===== src/rtl/rgb_pwm_bank.sv =====
`default_nettype none
// ============================================================================
// Module   : rgb_pwm_bank
// Purpose  : Multi-channel RGB LED PWM driver with double-buffered duties,
//            per-channel enable and optional blink.
// Revision : 1.0 - initial release
// ----------------------------------------------------------------------------
// Ports
//   clk          system clock
//   rst          asynchronous active-high reset
//   wr_en        register write strobe (one cycle)
//   wr_addr      {channel, sel[1:0]}; sel 0=red 1=green 2=blue 3=mode
//   wr_data      duty value; for mode bit0=enable, bit1=blink
//   rd_addr      read address, same map as wr_addr
//   rd_data      registered read data (shadow duty or mode)
//   rgb_led      channel c on bits [3c+2:3c] = {blue, green, red}
//   period_tick  one-cycle pulse after every PWM counter wrap
// Build option
//   RGB_PWM_BLINK_EN  when defined, mode bit1 is stored and enables blink
// ============================================================================
module rgb_pwm_bank #(
  parameter int CH         = 4,
  parameter int PW         = 8,
  parameter int PRESC      = 16,
  parameter int BLINK_LOG2 = 6,
  localparam int AW        = $clog2(CH) + 2
) (
  input  logic            clk,
  input  logic            rst,
  input  logic            wr_en,
  input  logic [AW-1:0]   wr_addr,
  input  logic [PW-1:0]   wr_data,
  input  logic [AW-1:0]   rd_addr,
  output logic [PW-1:0]   rd_data,
  output logic [3*CH-1:0] rgb_led,
  output logic            period_tick
);

  localparam int PREW = (PRESC > 1) ? $clog2(PRESC) : 1;
  localparam logic [PREW-1:0] C_PRE_LAST = PREW'(PRESC - 1);

  // --------------------------------------------------------------------------
  // Prescaler and PWM counter
  // --------------------------------------------------------------------------
  logic [PREW-1:0] r_pre;
  logic [PW-1:0]   r_cnt;
  logic            w_step;
  logic            w_wrap;

  assign w_step = (r_pre == C_PRE_LAST);
  // The wrap step is the period boundary: active duties reload here.
  assign w_wrap = w_step && (r_cnt == '1);

  always_ff @(posedge clk or posedge rst) begin
    if (rst) begin
      r_pre       <= '0;
      r_cnt       <= '0;
      period_tick <= 1'b0;
    end else begin
      r_pre       <= w_step ? '0 : r_pre + PREW'(1);
      if (w_step) begin
        r_cnt <= r_cnt + PW'(1);
      end
      period_tick <= w_wrap;
    end
  end

  // --------------------------------------------------------------------------
  // Blink phase
  // --------------------------------------------------------------------------
  logic       w_phase;
  logic [1:0] w_mode_wdata;

`ifdef RGB_PWM_BLINK_EN
  localparam int BW = BLINK_LOG2 + 1;
  // Free-running count of period boundaries; its MSB toggles every
  // 2^BLINK_LOG2 boundaries and serves directly as the blink phase.
  logic [BW-1:0] r_blink_cnt;

  always_ff @(posedge clk or posedge rst) begin
    if (rst) begin
      r_blink_cnt <= '0;
    end else if (w_wrap) begin
      r_blink_cnt <= r_blink_cnt + BW'(1);
    end
  end

  assign w_phase      = r_blink_cnt[BLINK_LOG2];
  assign w_mode_wdata = wr_data[1:0];
`else
  assign w_phase      = 1'b0;
  assign w_mode_wdata = {1'b0, wr_data[0]};
`endif

  // --------------------------------------------------------------------------
  // Register file: shadow/active duties and mode
  // --------------------------------------------------------------------------
  logic [PW-1:0] r_shadow [CH][3];
  logic [PW-1:0] r_active [CH][3];
  logic [1:0]    r_mode   [CH];

  // Address decode is by full-address compare per register, so any channel
  // index >= CH simply matches nothing.
  always_ff @(posedge clk or posedge rst) begin
    if (rst) begin
      for (int c = 0; c < CH; c++) begin
        r_mode[c] <= '0;
        for (int k = 0; k < 3; k++) begin
          r_shadow[c][k] <= '0;
          r_active[c][k] <= '0;
        end
      end
    end else begin
      for (int c = 0; c < CH; c++) begin
        for (int k = 0; k < 3; k++) begin
          // Non-blocking read of shadow: a write in the boundary cycle is
          // not seen by active until the following boundary.
          if (w_wrap) begin
            r_active[c][k] <= r_shadow[c][k];
          end
          if (wr_en && (wr_addr == AW'(4 * c + k))) begin
            r_shadow[c][k] <= wr_data;
          end
        end
        if (wr_en && (wr_addr == AW'(4 * c + 3))) begin
          r_mode[c] <= w_mode_wdata;
        end
      end
    end
  end

  // --------------------------------------------------------------------------
  // Read port
  // --------------------------------------------------------------------------
  logic [PW-1:0] w_rd_val;

  always_comb begin
    w_rd_val = '0;
    for (int c = 0; c < CH; c++) begin
      for (int k = 0; k < 3; k++) begin
        if (rd_addr == AW'(4 * c + k)) begin
          w_rd_val = r_shadow[c][k];
        end
      end
      if (rd_addr == AW'(4 * c + 3)) begin
        w_rd_val = PW'(r_mode[c]);
      end
    end
  end

  always_ff @(posedge clk or posedge rst) begin
    if (rst) begin
      rd_data <= '0;
    end else begin
      rd_data <= w_rd_val;
    end
  end

  // --------------------------------------------------------------------------
  // LED outputs
  // --------------------------------------------------------------------------
  logic [3*CH-1:0] w_led;

  always_comb begin
    w_led = '0;
    for (int c = 0; c < CH; c++) begin
      for (int k = 0; k < 3; k++) begin
        // All-ones duty is constant on; otherwise cnt < duty (0 = off).
        w_led[3 * c + k] = r_mode[c][0]
                           && !(w_phase && r_mode[c][1])
                           && ((r_cnt < r_active[c][k]) || (r_active[c][k] == '1));
      end
    end
  end

  always_ff @(posedge clk or posedge rst) begin
    if (rst) begin
      rgb_led <= '0;
    end else begin
      rgb_led <= w_led;
    end
  end

endmodule
`default_nettype wire

===== config.mk =====
export PLATFORM = sky130hd
export DESIGN_NAME = rgb_pwm_bank
export DESIGN_NICKNAME = d
export VERILOG_FILES = /design/src/rtl/rgb_pwm_bank.sv
export SDC_FILE = /design/constraint.sdc
export NUM_CORES = 1
export LEC_CHECK = 0
export ABC_AREA = 0
export CORE_ASPECT_RATIO = 1.75
export CORE_MARGIN = 3
export CORE_UTILIZATION = 42
export CTS_CLUSTER_DIAMETER = 60
export DETAILED_ROUTE_END_ITERATION = 6
export DONT_BUFFER_PORTS = 1
export HOLD_SLACK_MARGIN = 0.15
export MAX_ROUTING_LAYER = met4
export PLACE_DENSITY = 0.62
export SETUP_SLACK_MARGIN = 0.3
export SYNTH_ARGS = -nofsm -noshare
export SYNTH_HDL_FRONTEND = slang
export SYNTH_SLANG_ARGS = --single-unit

===== constraint.sdc =====
create_clock -name clk -period 7.7 [get_ports clk]
set_clock_uncertainty 0.2 [all_clocks]
set_input_delay 0.385 -clock clk [delete_from_list [all_inputs] [get_ports clk]]
set_output_delay 0.385 -clock clk [all_outputs]
set_load 0.01 [all_outputs]

==> flow_metrics.tcl <==
set metrics [dict create \
    run_status "finished clean" \
    port_buffers 0 \
    ys.flop_type "dfrtp_1" \
    dr_total_vias 8356 \
    ys.warnings.count 0 \
    dpl.hpwl_um 22000 \
    dpl_cell_area_um2 11900 \
    io_pins 40 \
    die_x_um 132 \
    clk_pin_slew_ps 60 \
    powerDensity_nw_per_um2 223 \
    initial_utilization_pct 42.7 \
    cts_buffer_depth 3 \
    drc 0 \
    die_area_um2 29900 \
    nNetsFinal 1182 \
    tightest_slew_ps 1110 \
    layout-drive-gt1-share_pct 13.7 \
    syn_inst 1072 \
    ys_seq_area_share_pct 49.1 \
    place_inst 1399 \
    via_per_inst 5.73 \
    sw_frac_of_total_pct 25.9 \
    core_area_um2 27300 \
    synth_top_cell_by_area "dfrtp_1" \
    clock-sinks 229 \
    grt_pass1_wl_um 51300 \
    n_fill_cell 2515 \
    cp_common_cell "buf_4" \
    max_stage_delay_ps 1080 \
    drt-total-wl_um 32900 \
    critPathKind "reg -> reg" \
    ant_nets 0 \
    grt_overflow 0 \
    slew_headroom_pct 25.7 \
    crit_arrival_ps 3730 \
    grtUsageTotal_pct 22.9 \
    rows 80 \
    hp-start "rd_addr[2]" \
    clockRootBuffer "clkbuf_16" \
    netlist_area_um2 11700 \
    maxCapViolCount 0 \
    grt_pass1_vias 8658 \
    whs_path_depth 4 \
    cts_buffers 22 \
    fmax_ghz 0.283 \
    ys_ff_latch 229 \
    final_cell_mix "dfrtp_1 (229), nand2_1 (112), inv_1 (88), mux2_2 (87), ha_1 (86)" \
    dr.pass1.iters 5 \
    ff2ff_path_depth 6 \
    slowest_stage "dfrtp_1" \
    die_y_um 226 \
    synth_area_leaders "dfrtp_1 (49%), ha_1 (9.2%), mux2_2 (8.4%)" \
    drv_slew 0 \
    setup_viol 0 \
    worstPathMaxFanout 73 \
    worst_setup_path_start_kind "flip-flop" \
    combPwrFrac_pct 10.2 \
    r2r-end "r_active[48]" \
    seq_power_share_pct 51.4 \
    power.share.clock_pct 38.4 \
    gp_congestion 0.864 \
    syn_nets 1177 \
    rr_startpoint "r_cnt[5]" \
    rsz0062_at_grt "false" \
    p_leak_nw 5.57 \
    clk_latency_ps 520 \
    drt-initial-drc-count 546 \
    endpoint_kind "flip-flop" \
    fin_area_um2 12900 \
    postCtsSetupRepairBufs 0 \
    path_delay_family "buffers and inverters" \
    intPower_mw 2.13 \
    synth.top_cell.area_share_pct 49.1 \
    cts_tree "yes" \
    htree_num_levels 1 \
    synth_edf_count 0 \
    synth.distinct_cells 50 \
    ff2ff_setup_slack_ps 4170 \
    wl_per_cell_um 22.5 \
    finalCriticalPeriod_ps 3530 \
    hold_path_class "in -> reg" \
    ir_worst_vdd_mv 0.139 \
    crit_path_cell_trace "and3_1 -> nand2_1 -> nor2_4 -> buf_4 -> buf_4 -> mux2_2" \
    whs_endpoint "rd_data[2]" \
    async_flop_share_pct 100 \
    area_growth_pct 10.2 \
    hold_viol_final 0 \
    critPathBufInv 2 \
    required_ps 7900 \
    diodes 0 \
    instances_no_fill 1458 \
    power.net_switching_mw 0.744 \
    avgSynthCellArea_um2 10.9 \
    antenna_found_initial 0 \
    post-route-period-util_pct 45.9 \
    final_common_cell "dfrtp_1" \
    fin_setup_tns_ps 0 \
    grt_max_degree 82 \
]
final cells by class:
| type | instances | area, µm² | share of cell area [%] |
|---|---|---|---|
| clock buffer | 33 | 683 | 5.31 |
| inverter | 89 | 342 | 2.66 |
| timing repair buffer | 32 | 298 | 2.32 |
| sequential | 229 | 5730 | 44.6 |
| multi-input combinational | 703 | 5300 | 41.2 |
| clock inverter | 3 | 40.0 | 0.311 |
| tap | 369 | 462 | 3.59 |
synth_stat cells, drive strengths merged, types with 12 or more instances:
master and number:
dfrtp 229, mux2 115, nand2 112, o21ai 109, inv 89, ha 86
a21oi 32, buf 32, nor2 32, nand4 27, mux2i 26, nand2b 20
clkbuf 19, nand3 17, o22ai 16, o21a 13, nor2b 12
logic make-up after synthesis:
family,count (synthesis),synth area share [%]
AND/OR/NAND/NOR,241,10.3
flip-flops,229,49.1
AO/OA/AOI/OAI,226,11.8
multiplexers,142,13.5
buffers and inverters,140,5.42
adder cells (fa/ha/maj),86,9.23
XOR/XNOR,8,0.601
registers in the layout, summed over array words and instances, names as in the netlist:
signal	flops
r_cnt	8
rd_data	8
period_tick	1
r_active	96
r_mode	4
rgb_led	12
r_shadow	96
r_pre	4
worst max path at each step:
stage | from | cells after the start | end | slack [ps]
after detailed placement | r_cnt[5] | 6 | r_active[48] | 4220
after floorplan | rst | 1 | period_tick | 840
after CTS | r_cnt[5] | 6 | r_active[48] | 4200
after global routing | r_cnt[5] | 6 | r_active[48] | 3980
final | r_cnt[5] | 6 | r_active[48] | 4170
after global placement | r_cnt[5] | 6 | r_active[48] | 4230
power groups by stage:
| stage | clock (mW) | sequential [mW] | combinational [mW] |
|---|---|---|---|
| finish | 1.10 | 1.48 | 0.294 |
| global route | 1.17 | 1.49 | 0.323 |
| CTS | 1.13 | 1.47 | 0.297 |
| detailed placement | 0 | 1.50 | 0.266 |
| global placement | 0 | 1.50 | 0.258 |
| floorplan | 0 | 1.43 | 0.225 |
through the flow:
step	worst slack, ps	total power, mW	hold WS, ps	utilization (%)
detailed placement	4220	1.76	164	43.6
CTS	4200	2.90	151	47.0
global placement	4230	1.75	160	43.6
finish	4170	2.87	175	47.0
floorplan	839	1.65	242	-
global route	3980	2.98	180	47.0
metal layers:
metal / share of wire (%) / vias to the layer above / global-route usage, %
met5: 0 / - / -
met3: 4.6 / 102 / 2.69
met1: 39 / 4199 / 26.5
met2: 50 / 245 / 38.9
met4: 5.9 / 0 / 12.7
li1: - / 3810 / -
timing repair:
item                                   CTS  global route
endpoints found under the hold margin  187             0
hold buffers                            23             0
gates resized for setup                  0             0
worst register-to-register path, cell delays in order, from the launching register on:
cell and delay (ps):
dfrtp_1 1080, and3_1 320, nand2_1 90, nor2_4 90, buf_4 590, buf_4 610
mux2_2 430
Note: power is estimated with default switching activity, not from simulation.
